--- config.mk ---
export PLATFORM = sky130hd
export DESIGN_NAME = rpn_token_parser_flat
export DESIGN_NICKNAME = d
export VERILOG_FILES = /design/src/rtl/rpn_token_parser_if.sv /design/src/rtl/rpn_token_parser.sv /design/src/flat_wrapper.sv
export SDC_FILE = /design/constraint.sdc
export NUM_CORES = 1
export LEC_CHECK = 0
export CAP_MARGIN = 5
export CORE_AREA = 2 2 68 86
export DETAILED_ROUTE_END_ITERATION = 12
export DIE_AREA = 0 0 70 88
export HOLD_SLACK_MARGIN = 0.15
export PLACE_DENSITY_LB_ADDON = 0.3
export SLEW_MARGIN = 20
export SYNTH_ARGS = -nofsm -noshare
export SYNTH_HDL_FRONTEND = slang
export SYNTH_SLANG_ARGS = --single-unit
--- constraint.sdc ---
create_clock -name clk -period 4.1 [get_ports clk]
set_clock_uncertainty 0.15 [all_clocks]
set_input_delay 0.615 -clock clk [delete_from_list [all_inputs] [get_ports clk]]
set_output_delay 0.615 -clock clk [all_outputs]
set_load 0.02 [all_outputs]
--- src/rtl/rpn_token_parser_if.sv ---
// Byte-stream input and calculator apply-strobe output of the RPN token parser.
// slave is the parser's side of the bus; master is the side that feeds it and watches the strobes.
interface rpn_token_parser_if #(
    parameter int unsigned WIDTH = 8
);
    logic [7:0]       in_byte;
    logic             in_valid;
    logic             in_ready;
    logic [WIDTH-1:0] out_data;
    logic [2:0]       out_op;
    logic             out_apply;

    modport slave (
        input  in_byte,
        input  in_valid,
        output in_ready,
        output out_data,
        output out_op,
        output out_apply
    );

    modport master (
        output in_byte,
        output in_valid,
        input  in_ready,
        input  out_data,
        input  out_op,
        input  out_apply
    );
endinterface

--- src/rtl/rpn_token_parser.sv ---
// Parses an ASCII reverse-Polish token stream into calculator apply strobes (push literal / op code).
// Decimal literals accumulate with overflow detection; invalid input and overflow set a sticky err.
module rpn_token_parser #(
    parameter int unsigned WIDTH = 8
) (
    input  logic                clk,
    input  logic                reset,
    rpn_token_parser_if.slave   bus,
    output logic                err,
    output logic                busy
);
    localparam logic [1:0] S_IDLE      = 2'd0;
    localparam logic [1:0] S_NUM       = 2'd1;
    localparam logic [1:0] S_EMIT_PUSH = 2'd2;
    localparam logic [1:0] S_EMIT_OP   = 2'd3;

    logic [1:0]       state, state_d;
    logic [WIDTH-1:0] acc, acc_d;
    logic             ovf, ovf_d;
    logic             op_pend, op_pend_d;
    logic [2:0]       op_code, op_code_d;
    logic             err_q, err_d;
    logic             apply_q, apply_d;
    logic [2:0]       out_op_q, out_op_d;
    logic [WIDTH-1:0] out_data_q, out_data_d;

    logic             is_digit;
    logic             is_sep;
    logic             is_op;
    logic [2:0]       op_dec;
    logic [3:0]       digit;
    logic [WIDTH+3:0] prod;
    logic             prod_ovf;
    logic             accept;

    assign bus.in_ready  = (state == S_IDLE) || (state == S_NUM);
    assign bus.out_apply = apply_q;
    assign bus.out_op    = out_op_q;
    assign bus.out_data  = out_data_q;
    assign err           = err_q;
    assign busy          = (state != S_IDLE);

    assign accept = bus.in_valid && bus.in_ready;

    always_comb begin
        is_digit = (bus.in_byte >= 8'h30) && (bus.in_byte <= 8'h39);
        is_sep   = (bus.in_byte == 8'h20) || (bus.in_byte == 8'h0A) || (bus.in_byte == 8'h0D);
        digit    = bus.in_byte[3:0];
        is_op    = 1'b1;
        op_dec   = 3'd0;
        case (bus.in_byte)
            8'h64:   op_dec = 3'd1;   // 'd'
            8'h2B:   op_dec = 3'd2;   // '+'
            8'h2A:   op_dec = 3'd3;   // '*'
            8'h2D:   op_dec = 3'd4;   // '-'
            8'h2F:   op_dec = 3'd5;   // '/'
            8'h25:   op_dec = 3'd6;   // '%'
            default: is_op = 1'b0;
        endcase
    end

    // Four extra bits hold (2^WIDTH-1)*10+9 without wrapping.
    assign prod     = {4'b0000, acc} * (WIDTH + 4)'(10) + {{WIDTH{1'b0}}, digit};
    assign prod_ovf = |prod[WIDTH+3:WIDTH];

    // Output registers load on the transition into an emit state so strobes line up with those states.
    always_comb begin
        state_d    = state;
        acc_d      = acc;
        ovf_d      = ovf;
        op_pend_d  = op_pend;
        op_code_d  = op_code;
        err_d      = err_q;
        apply_d    = 1'b0;
        out_op_d   = '0;
        out_data_d = '0;
        case (state)
            S_IDLE: begin
                if (accept) begin
                    if (is_digit) begin
                        acc_d   = WIDTH'(digit);
                        ovf_d   = 1'b0;
                        state_d = S_NUM;
                    end else if (is_op) begin
                        op_code_d = op_dec;
                        op_pend_d = 1'b0;
                        state_d   = S_EMIT_OP;
                        apply_d   = 1'b1;
                        out_op_d  = op_dec;
                    end else if (!is_sep) begin
                        err_d = 1'b1;
                    end
                end
            end
            S_NUM: begin
                if (accept) begin
                    if (is_digit) begin
                        if (!ovf) begin
                            if (prod_ovf) ovf_d = 1'b1;
                            else          acc_d = prod[WIDTH-1:0];
                        end
                    end else if (is_sep) begin
                        if (ovf) begin
                            err_d   = 1'b1;
                            acc_d   = '0;
                            ovf_d   = 1'b0;
                            state_d = S_IDLE;
                        end else begin
                            op_pend_d  = 1'b0;
                            state_d    = S_EMIT_PUSH;
                            apply_d    = 1'b1;
                            out_data_d = acc;
                        end
                    end else if (is_op) begin
                        op_code_d = op_dec;
                        if (ovf) begin
                            err_d     = 1'b1;
                            acc_d     = '0;
                            ovf_d     = 1'b0;
                            op_pend_d = 1'b0;
                            state_d   = S_EMIT_OP;
                            apply_d   = 1'b1;
                            out_op_d  = op_dec;
                        end else begin
                            op_pend_d  = 1'b1;
                            state_d    = S_EMIT_PUSH;
                            apply_d    = 1'b1;
                            out_data_d = acc;
                        end
                    end else begin
                        err_d   = 1'b1;
                        acc_d   = '0;
                        ovf_d   = 1'b0;
                        state_d = S_IDLE;
                    end
                end
            end
            S_EMIT_PUSH: begin
                if (op_pend) begin
                    op_pend_d = 1'b0;
                    state_d   = S_EMIT_OP;
                    apply_d   = 1'b1;
                    out_op_d  = op_code;
                end else begin
                    state_d = S_IDLE;
                end
            end
            S_EMIT_OP: begin
                state_d = S_IDLE;
            end
            default: begin
                state_d = S_IDLE;
            end
        endcase
    end

    always_ff @(posedge clk or negedge reset) begin
        if (!reset) begin
            state      <= S_IDLE;
            acc        <= '0;
            ovf        <= 1'b0;
            op_pend    <= 1'b0;
            op_code    <= '0;
            err_q      <= 1'b0;
            apply_q    <= 1'b0;
            out_op_q   <= '0;
            out_data_q <= '0;
        end else begin
            state      <= state_d;
            acc        <= acc_d;
            ovf        <= ovf_d;
            op_pend    <= op_pend_d;
            op_code    <= op_code_d;
            err_q      <= err_d;
            apply_q    <= apply_d;
            out_op_q   <= out_op_d;
            out_data_q <= out_data_d;
        end
    end
endmodule

--- src/flat_wrapper.sv ---
// flat-port wrapper written by rule: the top's interface ports become plain ports
module rpn_token_parser_flat 
#(
    parameter int unsigned WIDTH = 8
)
  (clk, reset, err, busy, bus_in_byte, bus_in_valid, bus_in_ready, bus_out_data, bus_out_op, bus_out_apply);
  rpn_token_parser_if #(.WIDTH(WIDTH)) bus_i ();
  input  logic clk;
  input  logic reset;
  output logic err;
  output logic busy;
  input wire logic [$bits(bus_i.in_byte)-1:0] bus_in_byte;
  input wire logic [$bits(bus_i.in_valid)-1:0] bus_in_valid;
  output wire logic [$bits(bus_i.in_ready)-1:0] bus_in_ready;
  output wire logic [$bits(bus_i.out_data)-1:0] bus_out_data;
  output wire logic [$bits(bus_i.out_op)-1:0] bus_out_op;
  output wire logic [$bits(bus_i.out_apply)-1:0] bus_out_apply;
  assign bus_i.in_byte = bus_in_byte;
  assign bus_i.in_valid = bus_in_valid;
  assign bus_in_ready = bus_i.in_ready;
  assign bus_out_data = bus_i.out_data;
  assign bus_out_op = bus_i.out_op;
  assign bus_out_apply = bus_i.out_apply;
  rpn_token_parser #(.WIDTH(WIDTH)) u_core (.clk(clk), .reset(reset), .bus(bus_i), .err(err), .busy(busy));
endmodule
==> results.ini <==
[sta]
worstMarginPinSlew_ps = 665
rsz0062_at_grt = false
setup_violations = 0
slew_headroom = 0.553
slew_viol_final = 0
fin_crit_sh = 0.816
fin_ws_ps = 755
fmax_ghz = 0.299
fin_setup_tns_ps = 0
finalCriticalPeriod_ps = 3350
hold_violations = 0

[setup_path]
end_kind = flop
critPathTopFamily = adder cells
max_stage_delay_ps = 450
path_cells = ha_1 > ha_1 > fa_1 > xor2_1 > nor3b_1 > and4_1 > o221ai_1 > a21o_2 > a22o_1
crit_buf_inv = 0
regToRegStartpoint = u_core.acc[1]$_DFFE_PN0P_
cp.arrival_ps = 3360
crit_path_max_fanout = 7
critical_path.most_common_cell = ha_1
r2r-end = u_core.acc[2]$_DFFE_PN0P_
required_ps = 4120
worst_path_max_delay_cell = dfrtp_1
r2r_setup_slack_ps = 750
path_class = flop to flop
path_depth = 9
r2r_cells = 9
startpoint_type = flop

[clock_tree]
post-cts-setup-buffers = 0
clock_latency_ps = 270
clk_pin_slew_ps = 90
h-tree-depth = 1
cts_tree = done
cts_buffer_depth = 2
cts_buffers = 3
root_buffer = clkbuf_8
cts.sinks = 28
ctsResizeCount = 0
hold_buffers = 0

[synthesis]
syn_area_um2 = 1820
ys_seq_area_frac = 0.385
synth_edf_count = 0
yosysUniqueCellTypes = 48
synthFlopType = dfrtp_1
syn_inst = 182
synth_warnings = 0
syn_nets = 210
syn_avg_cell_area_um2 = 10.0
ys_ff_latch = 28
synth_top_area_frac = 0.385
synth_top_area_cell = dfrtp_1
synthTopCellsByArea = dfrtp_1 (39%), ha_1 (10%), a22o_1 (4.8%)
synthArstFlopShare = 1.00

[die]
chipWidth_um = 70
core_area_um2 = 5330
die_h_um = 88
start_util = 0.341
die_area_um2 = 6160
boundaryPins = 26
rows = 30

[routing]
drc_errors = 0
ant_nets = 0
drt-total-wl_um = 3780
vias = 1468
drtIter0Drc = 50
drt-vias-per-instance = 5.40
dr.pass1.iters = 4
post_drt_wl_per_cell_um = 13.9

[power_and_ir_drop]
vdd_ir_drop_max_mv = 0.154
p_total_uw = 945
power_density_nw_per_um2 = 427
p_leak_nw = 1.07

[placed_design]
dpl_cell_area_um2 = 2140
post-place-ws_ps = 474
place_congestion = 0.851
io_buffer_count = 25
dp_hpwl_um = 2960

[min_path]
hp-class = flop to flop
hold_depth = 1
holdPathEnd = u_core.err$_DFFE_PN0P_
hp-start = u_core.err$_DFFE_PN0P_

[finish]
area_growth_pct = 21.7
nets = 237
antenna_cells = 0
layout_commonest_cell = dfrtp_1
layout_common_cells = dfrtp_1 (28), clkdlybuf4s50_1 (25), nand2_1 (15), ha_1 (15), nor2_1 (13)
drive_above_1_share = 0.0817
finish.instance_area_um2 = 2210

[global_route]
antenna_found_initial = 0
grt_pass1_wl_um = 6670
grt_pass1_vias = 1424
grt_overflow_total = 0
grt_max_degree = 29
grt.total_usage = 0.133

[job]
drv_cap = 0

[status]
status = finished, final reports clean

state kept, by name, summed over array words and instances, names as in the netlist:
name                  count
u_core.acc                8
u_core.bus.out_data       8
u_core.bus.out_op         3
u_core.op_code            3
u_core.state              2
u_core.bus.out_apply      1
u_core.err                1
u_core.op_pend            1
u_core.ovf                1
power breakdown:
| part | internal [mW] | switching, mW |
|---|---|---|
| logic | 0.178 | 0.197 |
| clock network | 0.131 | 0.0851 |
| registers | 0.307 | 0.0459 |
routing by layer:
layer	routed length, um	global-route usage	share of wire
met2	1880	0.235	0.50
met3	72	0.00921	0.019
met5	0	0	0
met4	53	0.0559	0.014
met1	1780	0.169	0.47
final cells by class:
class | instances | area [um2]
Clock buffer | 3 | 41.3
Clock inverter | 1 | 30.0
Fill cell | 546 | 3120
Inverter | 5 | 18.8
Multi-Input combinational cell | 145 | 1080
Sequential cell | 28 | 701
Tap cell | 64 | 80.1
Timing Repair Buffer | 26 | 258
cells by family (layout without fill, tap and decap cells):
logic type,Yosys count,after routing,share of synthesized area
AO/OA/AOI/OAI,49,49,0.203
XOR/XNOR,7,7,0.0337
adder cells (fa/ha/maj),17,17,0.125
buffers and inverters,9,35,0.0186
flip-flops,28,28,0.385
multiplexers,1,1,0.00619
AND/OR/NAND/NOR,71,71,0.228
synth_stat cells, drive strengths merged, types with 2 or more instances:
library cell / n
dfrtp: 28
ha: 15
nand2: 15
nor2: 14
a22o: 10
a21o: 9
and3: 9
a21oi: 8
o21ai: 7
inv: 5
clkbuf: 4
nand3: 4
nor3: 4
or4b: 4
xnor2: 4
nor4: 3
or2: 3
xor2: 3
a211o: 2
a32o: 2
and4: 2
fa: 2
nand4: 2
nor2b: 2
nor3b: 2
o21a: 2
metrics by stage:
stage,utilization,hold slack [ps],std cells
6_report,0.415,317,272
2_1_floorplan,-,169,182
4_1_cts,0.415,326,272
3_3_place_gp,0.402,296,268
5_1_grt,0.415,337,272
3_5_place_dp,0.402,300,268
how the worst max path moves through the flow:
| stage | startpoint | to | slack (ps) |
|---|---|---|---|
| final | u_core.acc[1]$_DFFE_PN0P_ | u_core.acc[2]$_DFFE_PN0P_ | 750 |
| after global routing | u_core.acc[1]$_DFFE_PN0P_ | u_core.acc[4]$_DFFE_PN0P_ | 500 |
| after CTS | u_core.acc[1]$_DFFE_PN0P_ | u_core.acc[2]$_DFFE_PN0P_ | 760 |
| after detailed placement | bus_in_byte[1] | u_core.acc[2]$_DFFE_PN0P_ | 470 |
| after global placement | bus_in_byte[1] | u_core.acc[2]$_DFFE_PN0P_ | 510 |
| after floorplan | u_core.acc[1]$_DFFE_PN0P_ | u_core.acc[4]$_DFFE_PN0P_ | 1180 |
(Power assumes the default switching activity.)
